$ cat src/rtl/alu_arbiter_pkg.sv
// Shared definitions for the two-requester ALU arbiter.
// Holds the state encoding, opcode set, default width and requester ids.
package alu_arbiter_pkg;

  localparam int WIDTH_DEF = 32;
  localparam int OP_W      = 3;

  typedef enum logic [1:0] {
    ST_IDLE = 2'b00,
    ST_EXEC = 2'b01,
    ST_RESP = 2'b10
  } state_e;

  typedef enum logic [OP_W-1:0] {
    OP_ADD = 3'b000,
    OP_SUB = 3'b001,
    OP_AND = 3'b010,
    OP_OR  = 3'b011,
    OP_XOR = 3'b100,
    OP_SLL = 3'b101,
    OP_SRL = 3'b110,
    OP_SLT = 3'b111
  } op_e;

  localparam logic ID_REQ0 = 1'b0;
  localparam logic ID_REQ1 = 1'b1;

endpackage

$ cat src/rtl/alu_arbiter_alu.sv
// Existing combinational ALU shared by both requesters.
// Shifts use the low log2(WIDTH) bits of b; SLT is an unsigned compare.
module alu_arbiter_alu
  import alu_arbiter_pkg::*;
#(
  parameter int WIDTH = WIDTH_DEF
) (
  input  logic [0:WIDTH-1] a_in,
  input  logic [0:WIDTH-1] b_in,
  input  logic [OP_W-1:0]  op_in,
  output logic [0:WIDTH-1] y_out,
  output logic             z_out
);

  localparam int SH_W = (WIDTH > 1) ? $clog2(WIDTH) : 1;

  logic [SH_W-1:0]  shamt_s;
  logic [0:WIDTH-1] y_s;

  assign shamt_s = SH_W'(b_in);

  // Operation select
  always_comb begin
    y_s = '0;
    case (op_e'(op_in))
      OP_ADD:  y_s = a_in + b_in;
      OP_SUB:  y_s = a_in - b_in;
      OP_AND:  y_s = a_in & b_in;
      OP_OR:   y_s = a_in | b_in;
      OP_XOR:  y_s = a_in ^ b_in;
      OP_SLL:  y_s = a_in << shamt_s;
      OP_SRL:  y_s = a_in >> shamt_s;
      OP_SLT:  y_s = (a_in < b_in) ? {{(WIDTH-1){1'b0}}, 1'b1} : '0;
      default: y_s = '0;
    endcase
  end

  assign y_out = y_s;
  assign z_out = (y_s == '0);

endmodule

$ cat src/rtl/alu_arbiter.sv
// Round-robin arbiter granting one shared ALU to two requesters.
// Each operation takes IDLE (grant) -> EXEC -> RESP, with a one-cycle ack in RESP.
module alu_arbiter
  import alu_arbiter_pkg::*;
#(
  parameter int WIDTH = WIDTH_DEF
) (
  input  logic             clk_in,
  input  logic             rst_in,
  input  logic             req0_in,
  input  logic [0:WIDTH-1] a0_in,
  input  logic [0:WIDTH-1] b0_in,
  input  logic [OP_W-1:0]  op0_in,
  input  logic             req1_in,
  input  logic [0:WIDTH-1] a1_in,
  input  logic [0:WIDTH-1] b1_in,
  input  logic [OP_W-1:0]  op1_in,
  output logic             ack0_out,
  output logic             ack1_out,
  output logic [0:WIDTH-1] y_out,
  output logic             z_out,
  output logic             gnt_id_out,
  output logic             busy_out
);

  state_e           state_r, state_s;
  logic             rr_r;
  logic             gnt_id_r;
  logic             busy_r;
  logic             ack0_r, ack1_r;
  logic [0:WIDTH-1] a_r, b_r, y_r;
  logic [OP_W-1:0]  op_r;
  logic             z_r;

  logic             grant_s;
  logic             grant_id_s;
  logic [0:WIDTH-1] sel_a_s, sel_b_s;
  logic [OP_W-1:0]  sel_op_s;
  logic [0:WIDTH-1] alu_y_s;
  logic             alu_z_s;

  // Arbitration: a lone request wins, contention goes to the rr pointer
  always_comb begin
    grant_s    = 1'b0;
    grant_id_s = ID_REQ0;
    if (req0_in && req1_in) begin
      grant_s    = 1'b1;
      grant_id_s = rr_r;
    end else if (req0_in) begin
      grant_s    = 1'b1;
      grant_id_s = ID_REQ0;
    end else if (req1_in) begin
      grant_s    = 1'b1;
      grant_id_s = ID_REQ1;
    end else begin
      grant_s    = 1'b0;
      grant_id_s = ID_REQ0;
    end
  end

  // Operand mux for the winning requester
  always_comb begin
    sel_a_s  = a0_in;
    sel_b_s  = b0_in;
    sel_op_s = op0_in;
    if (grant_id_s == ID_REQ1) begin
      sel_a_s  = a1_in;
      sel_b_s  = b1_in;
      sel_op_s = op1_in;
    end else begin
      sel_a_s  = a0_in;
      sel_b_s  = b0_in;
      sel_op_s = op0_in;
    end
  end

  // Next-state logic
  always_comb begin
    state_s = state_r;
    case (state_r)
      ST_IDLE: begin
        if (grant_s) begin
          state_s = ST_EXEC;
        end else begin
          state_s = ST_IDLE;
        end
      end
      ST_EXEC: state_s = ST_RESP;
      ST_RESP: state_s = ST_IDLE;
      default: state_s = ST_IDLE;
    endcase
  end

  // State register
  always_ff @(posedge clk_in) begin
    if (rst_in) begin
      state_r <= ST_IDLE;
    end else begin
      state_r <= state_s;
    end
  end

  // Grant latch, result capture and ack/busy generation
  always_ff @(posedge clk_in) begin
    if (rst_in) begin
      rr_r     <= ID_REQ0;
      gnt_id_r <= ID_REQ0;
      busy_r   <= 1'b0;
      ack0_r   <= 1'b0;
      ack1_r   <= 1'b0;
      a_r      <= '0;
      b_r      <= '0;
      op_r     <= '0;
      y_r      <= '0;
      z_r      <= 1'b0;
    end else begin
      case (state_r)
        ST_IDLE: begin
          ack0_r <= 1'b0;
          ack1_r <= 1'b0;
          if (grant_s) begin
            a_r      <= sel_a_s;
            b_r      <= sel_b_s;
            op_r     <= sel_op_s;
            gnt_id_r <= grant_id_s;
            rr_r     <= ~grant_id_s;
            busy_r   <= 1'b1;
          end else begin
            busy_r   <= 1'b0;
          end
        end
        ST_EXEC: begin
          y_r    <= alu_y_s;
          z_r    <= alu_z_s;
          ack0_r <= (gnt_id_r == ID_REQ0);
          ack1_r <= (gnt_id_r == ID_REQ1);
          busy_r <= 1'b1;
        end
        ST_RESP: begin
          ack0_r <= 1'b0;
          ack1_r <= 1'b0;
          busy_r <= 1'b0;
        end
        default: begin
          ack0_r <= 1'b0;
          ack1_r <= 1'b0;
          busy_r <= 1'b0;
        end
      endcase
    end
  end

  // The ALU only ever sees latched operands, so late input changes cannot leak in
  alu_arbiter_alu #(
    .WIDTH (WIDTH)
  ) u_alu (
    .a_in  (a_r),
    .b_in  (b_r),
    .op_in (op_r),
    .y_out (alu_y_s),
    .z_out (alu_z_s)
  );

  assign ack0_out   = ack0_r;
  assign ack1_out   = ack1_r;
  assign y_out      = y_r;
  assign z_out      = z_r;
  assign gnt_id_out = gnt_id_r;
  assign busy_out   = busy_r;

endmodule

$ cat config.mk
export PLATFORM = sky130hd
export DESIGN_NAME = alu_arbiter
export DESIGN_NICKNAME = d
export VERILOG_FILES = /design/src/rtl/alu_arbiter_pkg.sv /design/src/rtl/alu_arbiter_alu.sv /design/src/rtl/alu_arbiter.sv
export SDC_FILE = /design/constraint.sdc
export NUM_CORES = 1
export LEC_CHECK = 0
export ABC_AREA = 1
export CAP_MARGIN = 0
export CORE_UTILIZATION = 30
export CTS_BUF_LIST = sky130_fd_sc_hd__clkbuf_2
export DETAILED_ROUTE_END_ITERATION = 16
export PLACE_DENSITY_LB_ADDON = 0.1
export RECOVER_POWER = 100
export SLEW_MARGIN = 0
export SYNTH_ARGS = -nofsm -noshare
export SYNTH_HDL_FRONTEND = slang
export SYNTH_SLANG_ARGS = --single-unit
$ cat constraint.sdc
create_clock -name clk_in -period 5 [get_ports clk_in]
set_clock_uncertainty 0.05 [all_clocks]
set_input_delay 1 -clock clk_in [delete_from_list [all_inputs] [get_ports clk_in]]
set_output_delay 1 -clock clk_in [all_outputs]
set_load 0.05 [all_outputs]
==> results.md, run 1 <==
- Die Y-Extent: 216 um
- Power Dens Cells: 262 mW/mm2
- Hold-fix buffers, CTS: 0
- Post-synthesis sequential area ratio: 0.156
- Die area: 0.0465 mm2
- DRC: 0
- Detailed-placement wirelength estimate: 65500 um
- Worst slew margin: -0.133
- Failing checks: capacitance limit, slew limit
- Cell breakdown of the critical path: clkdlybuf4s50_1, nor2_1, nor3_4, clkbuf_1, inv_1, buf_4, nor2_1, clkbuf_2, nand2_1, a31oi_1
- Clock network power share: 0.111
- Yosys reg bits: 107
- CTS tree: yes
- Total track usage: 0.339
- Multi-input gate area: 0.00978 mm2
- H-tree depth: 3
- Area delta synth->final: 16.9%
- Worst Path Max Fanout: 68
- Endpoint class of the critical path: register
- Final WL: 79600 um
- DRT antenna net count: 0
- Path type of the worst min-delay path: register to register
- Part of the power in registers: 0.247
- CTS Buffer Depth: 2
- CTS root buf: clkbuf_2
- Cell taking the most area after synthesis: nand2_1
- Final hold violation count: 0
- Row cnt: 77
- Post-Synthesis Cells: 2525
- Nets: 2865
- Total gr overflow: 0
- Worst Max-Slew Pin Slew: 1690 ps
- Clock sink count: 107
- Crit-path leading delay family: buffers and inverters
- Top cell type's share of synthesized area: 0.190
- Routed vias/inst: 5.49
- Most used cell, CP: nor2_1
- Ys flop type: dfxtp_1
- Final setup viols: 0
- RSZ-0062 raised after global routing: no
- Gpl congestion: 1.08
- Worst-skew pair later-pin latency: 850 ps
- Area contributors post-synth: nand2_1 (19%), nand3_1 (19%), dfxtp_1 (16%)
- Syn_area_per_cell: 5.42 um2
- Min cycle time layout: 4310 ps
- Peak VDD IR: 0.129 mV
- FF-to-FF path depth: 8
- DRT Pass-1 Iters: 6
- Starting Density: 0.307
- Hold depth: 1
- Count leader, synth: nand2_1
- EDFF count, synth: 0
- Largest net degree at the start of global routing: 70
- Internal: 0.00179 W
- Req. time, crit path: 5680 ps
- Min-Delay Startpoint: gnt_id_out$_SDFFE_PP0P_
- Reg2Reg Setup Slack: 940 ps
- Setup crit start kind: primary input
- CP peak stage delay: 1140 ps
- Synthesis Warnings: 0
- Reg area: 0.00214 mm2
- Hold Path End: ack0_out$_SDFF_PP0_
- WP data arrival: 4990 ps
- Share of layout cells above drive strength 1: 0.0368
- Setup TNS: 0 ps
- Max Fclk: 232 MHz
- WS Path Type: primary input to register
- Num CTS Buffers: 9
- Count of cell types in the netlist: 40
- Mapped cell area: 0.0137 mm2
- IO Port Bufs: 174
- Routed length per instance: 24.7 um
- Tot Pwr: 0.00420 W
- Final period util: 0.863
- Worst r2r src: state_r[1]$_SDFF_PP0_
- Post-synth ARST share: 0
- Static leakage: 7.60 nW
- Sw Pwr: 0.00240 W
- Num ports: 175
- Final count of pins violating max slew: 86
- Worst reg2reg path endpoint: b_r[23]$_SDFFE_PP0P_
- Core ar.: 0.0446 mm2
- Starting DRT DRC Count: 2161
- Run status: finished with violations
- Initial antenna violation count: 2
- CP Buf/Inv Count: 5
- Synth top cells by count: nand2_1 (694), nand3_1 (512), nor2_1 (331)
- Syn_nets: 2762
- WHS: 415 ps
- Filler instances: 5141
- First-pass GRT wire length: 115000 um
- CTS resizes: 0
- Switch share: 0.573
- Die Width: 216 um
- Setup bufs post-CTS: 0
- Max Cap Violations: 2
- Clk slew on worst S/H paths: 330 ps
- Routed via count: 17700
- Vias in the first global route: 16700
- Logic pwr share: 0.642
- Max stage delay cell, worst path: clkbuf_2
[through the flow]
step	util	std cells	setup WS [ps]	cell area, um2
4_1_cts	0.359	3225	1150	16000
6_report	0.359	3226	687	16000
5_1_grt	0.359	3226	444	16000
3_5_place_dp	0.356	3209	1120	15900
2_1_floorplan	-	2525	2300	13700
3_3_place_gp	0.356	3209	1150	15900
[routing by layer]
layer,track usage,share of wire,vias up
met5,0,0.00016,-
met4,0.146,0.046,2
met3,0.0702,0.090,132
met2,0.509,0.42,938
met1,0.466,0.45,8182
li1,-,-,8453
[worst max-delay path by stage]
stage,to,cells past startpoint,from,slack (ps)
6_report,b_r[23]$_SDFFE_PP0P_,10,req1_in,690
5_1_grt,a_r[25]$_SDFFE_PP0P_,10,req1_in,440
4_1_cts,z_out$_SDFFE_PP0P_,16,b_r[31]$_SDFFE_PP0P_,1150
3_5_place_dp,b_r[31]$_SDFFE_PP0P_,10,req1_in,1120
3_3_place_gp,b_r[29]$_SDFFE_PP0P_,10,req1_in,1150
2_1_floorplan,z_out$_SDFFE_PP0P_,19,b_r[28]$_SDFFE_PP0P_,2300
[kinds of logic (layout without fill, tap and decap cells)]
family | count (synthesis) | in the layout | synth area share
and+or+nand+nor | 1626 | 1626 | 0.508
buffers and inverters | 429 | 537 | 0.130
AOI/OAI and AO/OA | 260 | 260 | 0.112
DFF | 107 | 107 | 0.156
adders and majority gates | 99 | 99 | 0.0915
xor gates and xnor gates | 4 | 4 | 0.00256
other | 0 | 1 | 0
[cells in the final DEF, fill, tap and decap left out, types with 2 or more instances in the layout]
master / n
nor2_1: 331
o21bai_1: 5
or2_2: 7
nand4_1: 39
nand3_2: 3
xor2_1: 3
clkdlybuf4s50_1: 136
nor2_2: 5
a221oi_1: 25
o22ai_1: 22
inv_4: 2
nand2_1: 694
buf_4: 45
a31oi_1: 45
o21ai_0: 70
a211oi_1: 3
inv_2: 9
a21oi_1: 78
dlygate4sd3_1: 37
nand2_2: 6
nor4_1: 2
and2_1: 6
dfxtp_1: 105
o211ai_1: 8
ha_1: 97
nand3_1: 511
clkbuf_2: 10
dfxtp_2: 2
fa_1: 2
inv_1: 290
clkinv_4: 2
nor3_1: 20
clkinv_8: 3
[registers in the layout (all words and copies together) (netlist names)]
| register | flops |
|---|---|
| ack1_out | 1 |
| op_r | 3 |
| z_out | 1 |
| b_r | 32 |
| y_out | 32 |
| busy_out | 1 |
| state_r | 2 |
| a_r | 32 |
| rr_r | 1 |
| gnt_id_out | 1 |
| ack0_out | 1 |
[power by group through the flow]
stage,combinational [W],sequential [W],clock (W)
3_5_place_dp,0.00264,0.00105,0
6_report,0.00269,0.00104,0.000465
5_1_grt,0.00292,0.00105,0.000514
2_1_floorplan,0.00154,0.00112,0
4_1_cts,0.00265,0.00104,0.000487
3_3_place_gp,0.00265,0.00105,0
[final cells by class]
class / count / area share
Multi-Input combinational cell: 1989 / 0.611
Sequential cell: 107 / 0.134
Timing Repair Buffer: 220 / 0.130
Inverter: 301 / 0.0709
Tap cell: 592 / 0.0463
Clock inverter: 7 / 0.00516
Clock buffer: 9 / 0.00281
Antenna cell: 1 / 0.000156
Power figures use the tool's default switching activity.
==> run 2, diff against run 1 <==
--- a/config.mk
+++ b/config.mk
@@ -9,10 +9,12 @@
 export CAP_MARGIN = 0
 export CORE_UTILIZATION = 30
 export CTS_BUF_LIST = sky130_fd_sc_hd__clkbuf_2
+export CTS_CLUSTER_SIZE = 12
 export DETAILED_ROUTE_END_ITERATION = 16
 export PLACE_DENSITY_LB_ADDON = 0.1
 export RECOVER_POWER = 100
 export SLEW_MARGIN = 0
 export SYNTH_ARGS = -nofsm -noshare
 export SYNTH_HDL_FRONTEND = slang
+export SYNTH_HIERARCHICAL = 1
 export SYNTH_SLANG_ARGS = --single-unit
==> run 2 against run 1 <==
Against the previous run:
- the run still ends with capacitance limit, slew limit left
- sequential power about the same
- area after synthesis rose by 8.1%
- power up 2.9%
- die area increased by 8.0%
- synthesized cell count grew 9.5%
- flip-flop and latch count is the same
- first-iteration DRC count shrank 8.9%
- sequential share of layout area down 0.73 points
- utilization is 1.2 points lower
- wire length fell by 2.3%
- largest power group unchanged
- highest routed layer is now met4
==> results.md, run 2 <==
- Req. time, crit path: 5750 ps (+70 ps)
- Starting DRT DRC Count: 1969 (-8.9%)
- Num CTS Buffers: 9 (unchanged)
- CTS tree: yes
- Routed length per instance: 22.2 um (-10%)
- CTS resizes: 0 (unchanged)
- Run status: finished with violations
- Largest net degree at the start of global routing: 74 (+5.7%)
- Failing checks: capacitance limit, slew limit
- Mapped cell area: 0.0148 mm2 (+8.1%)
- Post-placement cell count: 3483 (+8.5%)
- Cell taking the most area after synthesis: nand2_1
- Most used cell, CP: nand2_1
- Finished Layout Cells: 3499 (+8.5%)
- Post-synth ARST share: 0 (unchanged)
- Reg area: 0.00214 mm2 (unchanged)
- EDFF count, synth: 0 (unchanged)
- Path type of the worst min-delay path: register to register
- Clock sink count: 107 (unchanged)
- Total gr overflow: 0 (unchanged)
- DRT antenna net count: 0 (unchanged)
- Routed vias/inst: 5.41 (-1.5%)
- Power Dens Cells: 255 mW/mm2 (-2.7%)
- Crit-path leading delay family: buffers and inverters
- Static leakage: 8.68 nW (+14%)
- WP data arrival: 4980 ps (about the same)
- Min cycle time layout: 4240 ps (-77.9 ps)
- Final period util: 0.847 (-0.0156)
- Post-synthesis sequential area ratio: 0.145 (-0.0117)
- Max Cap Violations: 4 (+2)
- Starting Density: 0.303 (-0.00390)
- Top cell type's share of synthesized area: 0.198 (+0.00827)
- Worst-skew pair later-pin latency: 930 ps (+80 ps)
- CP peak stage delay: 2270 ps (+1130 ps)
- CTS Buffer Depth: 2 (unchanged)
- Final count of pins violating max slew: 196 (+130%)
- Syn_area_per_cell: 5.36 um2 (-1.2%)
- Hold-fix buffers, CTS: 0 (unchanged)
- Multi-input gate area: 0.0103 mm2 (+5.5%)
- Clk slew on worst S/H paths: 440 ps (+110 ps)
- Nets: 3067 (+7.1%)
- Max stage delay cell, worst path: clkbuf_1
- Total track usage: 0.307 (-0.0323)
- H-tree depth: 3 (unchanged)
- Gpl congestion: 1.05 (-2.8%)
- Worst Path Max Fanout: 69 (+1.5%)
- Peak VDD IR: 0.152 mV (+18%)
- Area contributors post-synth: nand2_1 (20%), nand3_1 (19%), dfxtp_1 (14%)
- Die Y-Extent: 224 um (+3.9%)
- Count of cell types in the netlist: 45 (+13%)
- Worst slew margin: -1.16 (-1.02)
- Num ports: 175 (unchanged)
- Core ar.: 0.0488 mm2 (+9.5%)
- Routed via count: 18900 (+6.8%)
- Final WL: 77700 um (-2.3%)
- DRT Pass-1 Iters: 6 (unchanged)
- Die Width: 224 um (+3.9%)
- Die area: 0.0503 mm2 (+8.0%)
- Setup TNS: 0 ps (unchanged)
- Synth top cells by count: nand2_1 (783), nand3_1 (571), inv_1 (397)
- DRC: 0 (unchanged)
- Max Fclk: 236 MHz (+1.8%)
- Reg2Reg Setup Slack: 760 ps (-180 ps)
- Initial antenna violation count: 1 (-1)
- Commonest non-fill, non-tap cell in the layout: nand2_1
- CTS root buf: clkbuf_2
- IO Port Bufs: 174 (unchanged)
- First-pass GRT wire length: 114000 um (-0.68%)
- Detailed-placement wirelength estimate: 62500 um (-4.6%)
- Commonest non-fill, non-tap cells in the layout: nand2_1 (781), nand3_1 (571), inv_1 (397)
- Synthesis Warnings: 6 (+6)
- Final setup viols: 0 (unchanged)
- Count leader, synth: nand2_1
- Ys flop type: dfxtp_1
- Worst Max-Slew Pin Slew: 3240 ps (+1540 ps)
- Yosys reg bits: 107 (unchanged)
- Setup crit start kind: register
- Area delta synth->final: 14.3%
- WS Path Type: register to register
- Filler instances: 5764 (+12%)
- Share of layout cells above drive strength 1: 0.0321 (-0.00473)
- Post-Synthesis Cells: 2764 (+9.5%)
- Cell breakdown of the critical path: nor2_4, clkbuf_1, o21ai_4, buf_4, nand2_1, nand3_1, nand2_1, inv_1
- RSZ-0062 raised after global routing: no
- Row cnt: 81 (+5.2%)
- Final hold violation count: 0 (unchanged)
- Syn_nets: 3001 (+8.7%)
- Setup bufs post-CTS: 0 (unchanged)
- Endpoint class of the critical path: register
- Vias in the first global route: 18000 (+7.6%)
- CP Buf/Inv Count: 3 (-2)
-- run 2: cell types whose count changed after synthesis, moves of 24 or more --
| cell | delta |
|---|---|
| nand2_1 | +89 |
| buf_2 | +24 |
| nand4_1 | +63 |
| nor2_1 | -70 |
| inv_1 | +106 |
| nand3_1 | +59 |
| a31oi_1 | -45 |
-- run 2: power breakdown --
group	internal, W	total, W	leakage [nW]	switching (W)
Sequential	0.000943	0.00105	0.883	0.000103
Clock	0.0000762	0.000468	0.0620	0.000392
Combinational	0.000813	0.00280	7.73	0.00199
-- run 2: logic make-up after synthesis --
kind of cell    count (synthesis)  share of synthesized area
simple gates                 1790                      0.531
buf+inv                       564                      0.160
compound gates                196                     0.0749
flops                         107                      0.145
fa+ha+maj                      99                     0.0847
xor+xnor                        8                    0.00473
-- run 2: worst paths after layout --
check,depth (start not counted),endpoint,start
max reg2reg,8,a_r[30]$_SDFFE_PP0P_,state_r[1]$_SDFF_PP0_
min,2,rr_r$_SDFFE_PP0P_,rr_r$_SDFFE_PP0P_
min reg2reg,2,rr_r$_SDFFE_PP0P_,rr_r$_SDFFE_PP0P_
max,8,a_r[30]$_SDFFE_PP0P_,state_r[1]$_SDFF_PP0_
-- run 2: final cells by class --
type	count	share of cell area
Multi-Input combinational cell	2093	0.610
Sequential cell	107	0.127
Timing Repair Buffer	210	0.118
Inverter	409	0.0910
Tap cell	664	0.0491
Clock buffer	10	0.00296
Clock inverter	5	0.00281
Antenna cell	1	0.000148
-- run 2: worst reg2reg max path, cell delays in order (launching register included) --
cell and delay (ps):
dfxtp_1 430, nor2_4 70, clkbuf_1 2270, o21ai_4 150, buf_4 520, nand2_1 270, nand3_1 170, nand2_1 110
inv_1 50
-- run 2: layer usage --
metal | GRT usage | vias to the layer above | wire length [um]
li1 | - | 9010 | -
met1 | 0.418 | 8887 | 34900
met2 | 0.490 | 892 | 34200
met3 | 0.0456 | 127 | 5650
met4 | 0.108 | 0 | 2880
met5 | 0 | - | 0
-- run 2: per-stage QoR --
| stage | area [um2] | hold slack [ps] | setup WS (ps) | total power, W | utilization |
|---|---|---|---|---|---|
| after global routing | 16900 | 462 | 563 | 0.00464 | 0.347 |
| after CTS | 16900 | 429 | 1370 | 0.00429 | 0.347 |
| after global placement | 16800 | 402 | 1340 | 0.00381 | 0.345 |
| final | 16900 | 427 | 765 | 0.00432 | 0.347 |
| after detailed placement | 16800 | 405 | 1360 | 0.00380 | 0.345 |
| after floorplan | 14800 | 390 | 2230 | 0.00284 | - |
==> run 3, diff against run 2 <==
==> constraint.sdc (replaced) <==
create_clock -name clk_in -period 4 [get_ports clk_in]
set_clock_uncertainty 0.05 [all_clocks]
set_input_delay 0.8 -clock clk_in [delete_from_list [all_inputs] [get_ports clk_in]]
set_output_delay 0.8 -clock clk_in [all_outputs]
set_load 0.05 [all_outputs]
==> run 3 against run 2 <==
Against the previous run:
- the run still ends with capacitance limit, slew limit left
- clock power rose by 43%
- count of clock-buffer cells in the layout stayed put
- via count shrank 0.11%
- flip-flop and latch count unchanged
- critical endpoint is now z_out$_SDFFE_PP0N_
- highest routed layer unchanged
==> results.md, run 3 (synthesis gave the netlist of run 2 again) <==
- Final period util: 0.948 (+0.101)
- Hold depth: 5 (+3)
- IO Port Bufs: 174 (unchanged)
- Routed vias/inst: 5.33 (-1.3%)
- Worst r2r src: a_r[12]$_SDFFE_PP0P_
- First-pass GRT wire length: 115000 um (+0.36%)
- CTS tree: yes
- CP peak stage delay: 760 ps (-1510 ps)
- Share of layout cells above drive strength 1: 0.0442 (+0.0121)
- Cell breakdown of the critical path: inv_1, ha_1, buf_4, nand2_1, nor2_1, inv_1, nor2_1, nand4_1, nand3_1, nand2_1, nand3_1, nand3_1, nor2_1, nand2_1, nor2_1, nand2_1, nor2_1, o21ai_0, nor2_1
- WS Path Type: register to register
- Final WL: 78500 um (+1.0%)
- CTS Buffer Depth: 2 (unchanged)
- FF-to-FF path depth: 19 (+11)
- Routed length per instance: 22.2 um (-0.22%)
- Req. time, crit path: 4780 ps (-970 ps)
- Routed via count: 18900 (-0.11%)
- Max Cap Violations: 2 (-2)
- Worst-skew pair later-pin latency: 920 ps (about the same)
- Area after DPL: 0.0172 mm2 (+2.0%)
- H-tree depth: 3 (unchanged)
- Final setup viols: 0 (unchanged)
- Min cycle time layout: 3790 ps (-443 ps)
- Clock sink count: 107 (unchanged)
- Setup bufs post-CTS: 0 (unchanged)
- Core ar.: 0.0488 mm2 (unchanged)
- Worst Path Max Fanout: 7 (-90%)
- Num ports: 175 (unchanged)
- Total track usage: 0.309 (+0.00218)
- Starting DRT DRC Count: 2054 (+4.3%)
- Final count of pins violating max slew: 53 (-73%)
- Hold Path End: a_r[3]$_SDFFE_PP0P_
- Num CTS Buffers: 9 (unchanged)
- Final hold violation count: 0 (unchanged)
- Power Dens Cells: 320 mW/mm2 (+25%)
- Reg2Reg Setup Slack: 210 ps (-560 ps)
- WP data arrival: 4570 ps (-410 ps)
- Detailed-placement wirelength estimate: 64500 um (+3.1%)
- Max stage delay cell, worst path: dfxtp_1
- Total gr overflow: 0 (unchanged)
- Path type of the worst min-delay path: primary input to register
- Die Width: 224 um (unchanged)
- RSZ-0062 raised after global routing: no
- Worst reg2reg path endpoint: z_out$_SDFFE_PP0N_
- Initial antenna violation count: 3 (+2)
- Worst Max-Slew Pin Slew: 1790 ps (-1440 ps)
- Commonest non-fill, non-tap cells in the layout: nand2_1 (782), nand3_1 (571), inv_1 (397)
- Endpoint class of the critical path: register
- DRC: 0 (unchanged)
- Row cnt: 81 (unchanged)
- Clk slew on worst S/H paths: 420 ps (-20 ps)
- Setup TNS: 0 ps (unchanged)
- Commonest non-fill, non-tap cell in the layout: nand2_1
- Worst slew margin: -0.209 (+0.948)
- Nets: 3104 (+1.2%)
- Static leakage: 8.91 nW (+2.7%)
- Peak VDD IR: 0.147 mV (-3.0%)
- Die Y-Extent: 224 um (unchanged)
- Failing checks: capacitance limit, slew limit
- Gpl congestion: 0.990 (-5.6%)
- Run status: finished with violations
- Setup crit start kind: register
- DRT antenna net count: 0 (unchanged)
- Min-Delay Startpoint: a0_in[3]
- DRT Pass-1 Iters: 6 (unchanged)
- Largest net degree at the start of global routing: 72 (-2.7%)
- Area delta synth->final: 16.8%
- Post-route cell area: 0.0173 mm2 (+2.2%)
- Most used cell, CP: nor2_1
- WHS: 428 ps (+1.14 ps)
- Max Fclk: 264 MHz (+12%)
- Starting Density: 0.303 (unchanged)
- Vias in the first global route: 18000 (-0.083%)
- Die area: 0.0503 mm2 (unchanged)
- CTS root buf: clkbuf_2
[run 3: what timing repair did]
action,in CTS,in global routing
endpoints found under the setup margin,0,1
resized for setup,0,2
hold buffers,0,0
[run 3: metal layers]
layer,share of wire,track usage
met5,0,0
met4,0.035,0.111
met3,0.066,0.0371
met2,0.45,0.494
met1,0.45,0.425
[run 3: worst max path at each step]
stage	startpoint	to	slack (ps)
5_1_grt	a_r[6]$_SDFFE_PP0P_	z_out$_SDFFE_PP0N_	10
2_1_floorplan	b_r[28]$_SDFFE_PP0P_	z_out$_SDFFE_PP0N_	1230
3_3_place_gp	a_r[7]$_SDFFE_PP0P_	z_out$_SDFFE_PP0N_	340
4_1_cts	a_r[7]$_SDFFE_PP0P_	z_out$_SDFFE_PP0N_	240
3_5_place_dp	a_r[7]$_SDFFE_PP0P_	z_out$_SDFFE_PP0N_	330
6_report	a_r[12]$_SDFFE_PP0P_	z_out$_SDFFE_PP0N_	210
[run 3: through the flow]
stage / instances / utilization / worst slack (ps) / power [W]
2_1_floorplan: 2764 / - / 1230 / 0.00355
3_3_place_gp: 3520 / 0.352 / 341 / 0.00484
3_5_place_dp: 3520 / 0.352 / 334 / 0.00484
4_1_cts: 3536 / 0.354 / 236 / 0.00552
5_1_grt: 3543 / 0.354 / 12.5 / 0.00591
6_report: 3543 / 0.354 / 208 / 0.00553
[run 3: layout make-up]
| type | instances | area [um2] |
|---|---|---|
| clock buffer | 10 | 50.0 |
| clock inverter | 6 | 80.1 |
| timing repair buffer | 247 | 2330 |
| tap | 664 | 831 |
| fill | 5756 | 31600 |
| multi-input combinational | 2093 | 10300 |
| sequential | 107 | 2150 |
| inverter | 409 | 1540 |
| antenna | 7 | 17.5 |
[run 3: critical path, delay by kind of cell, from the launching register on]
kind / cells / cell delay, ps
AO/OA/AOI/OAI: 1 / 100
adder cells (fa/ha/maj): 1 / 400
buffers and inverters: 3 / 380
flip-flops: 1 / 760
AND/OR/NAND/NOR: 14 / 2030
[run 3: power breakdown]
group | switching (W) | internal, W
clock | 0.000504 | 0.000166
combinational | 0.00249 | 0.00107
sequential | 0.000118 | 0.00118
total | 0.00311 | 0.00242
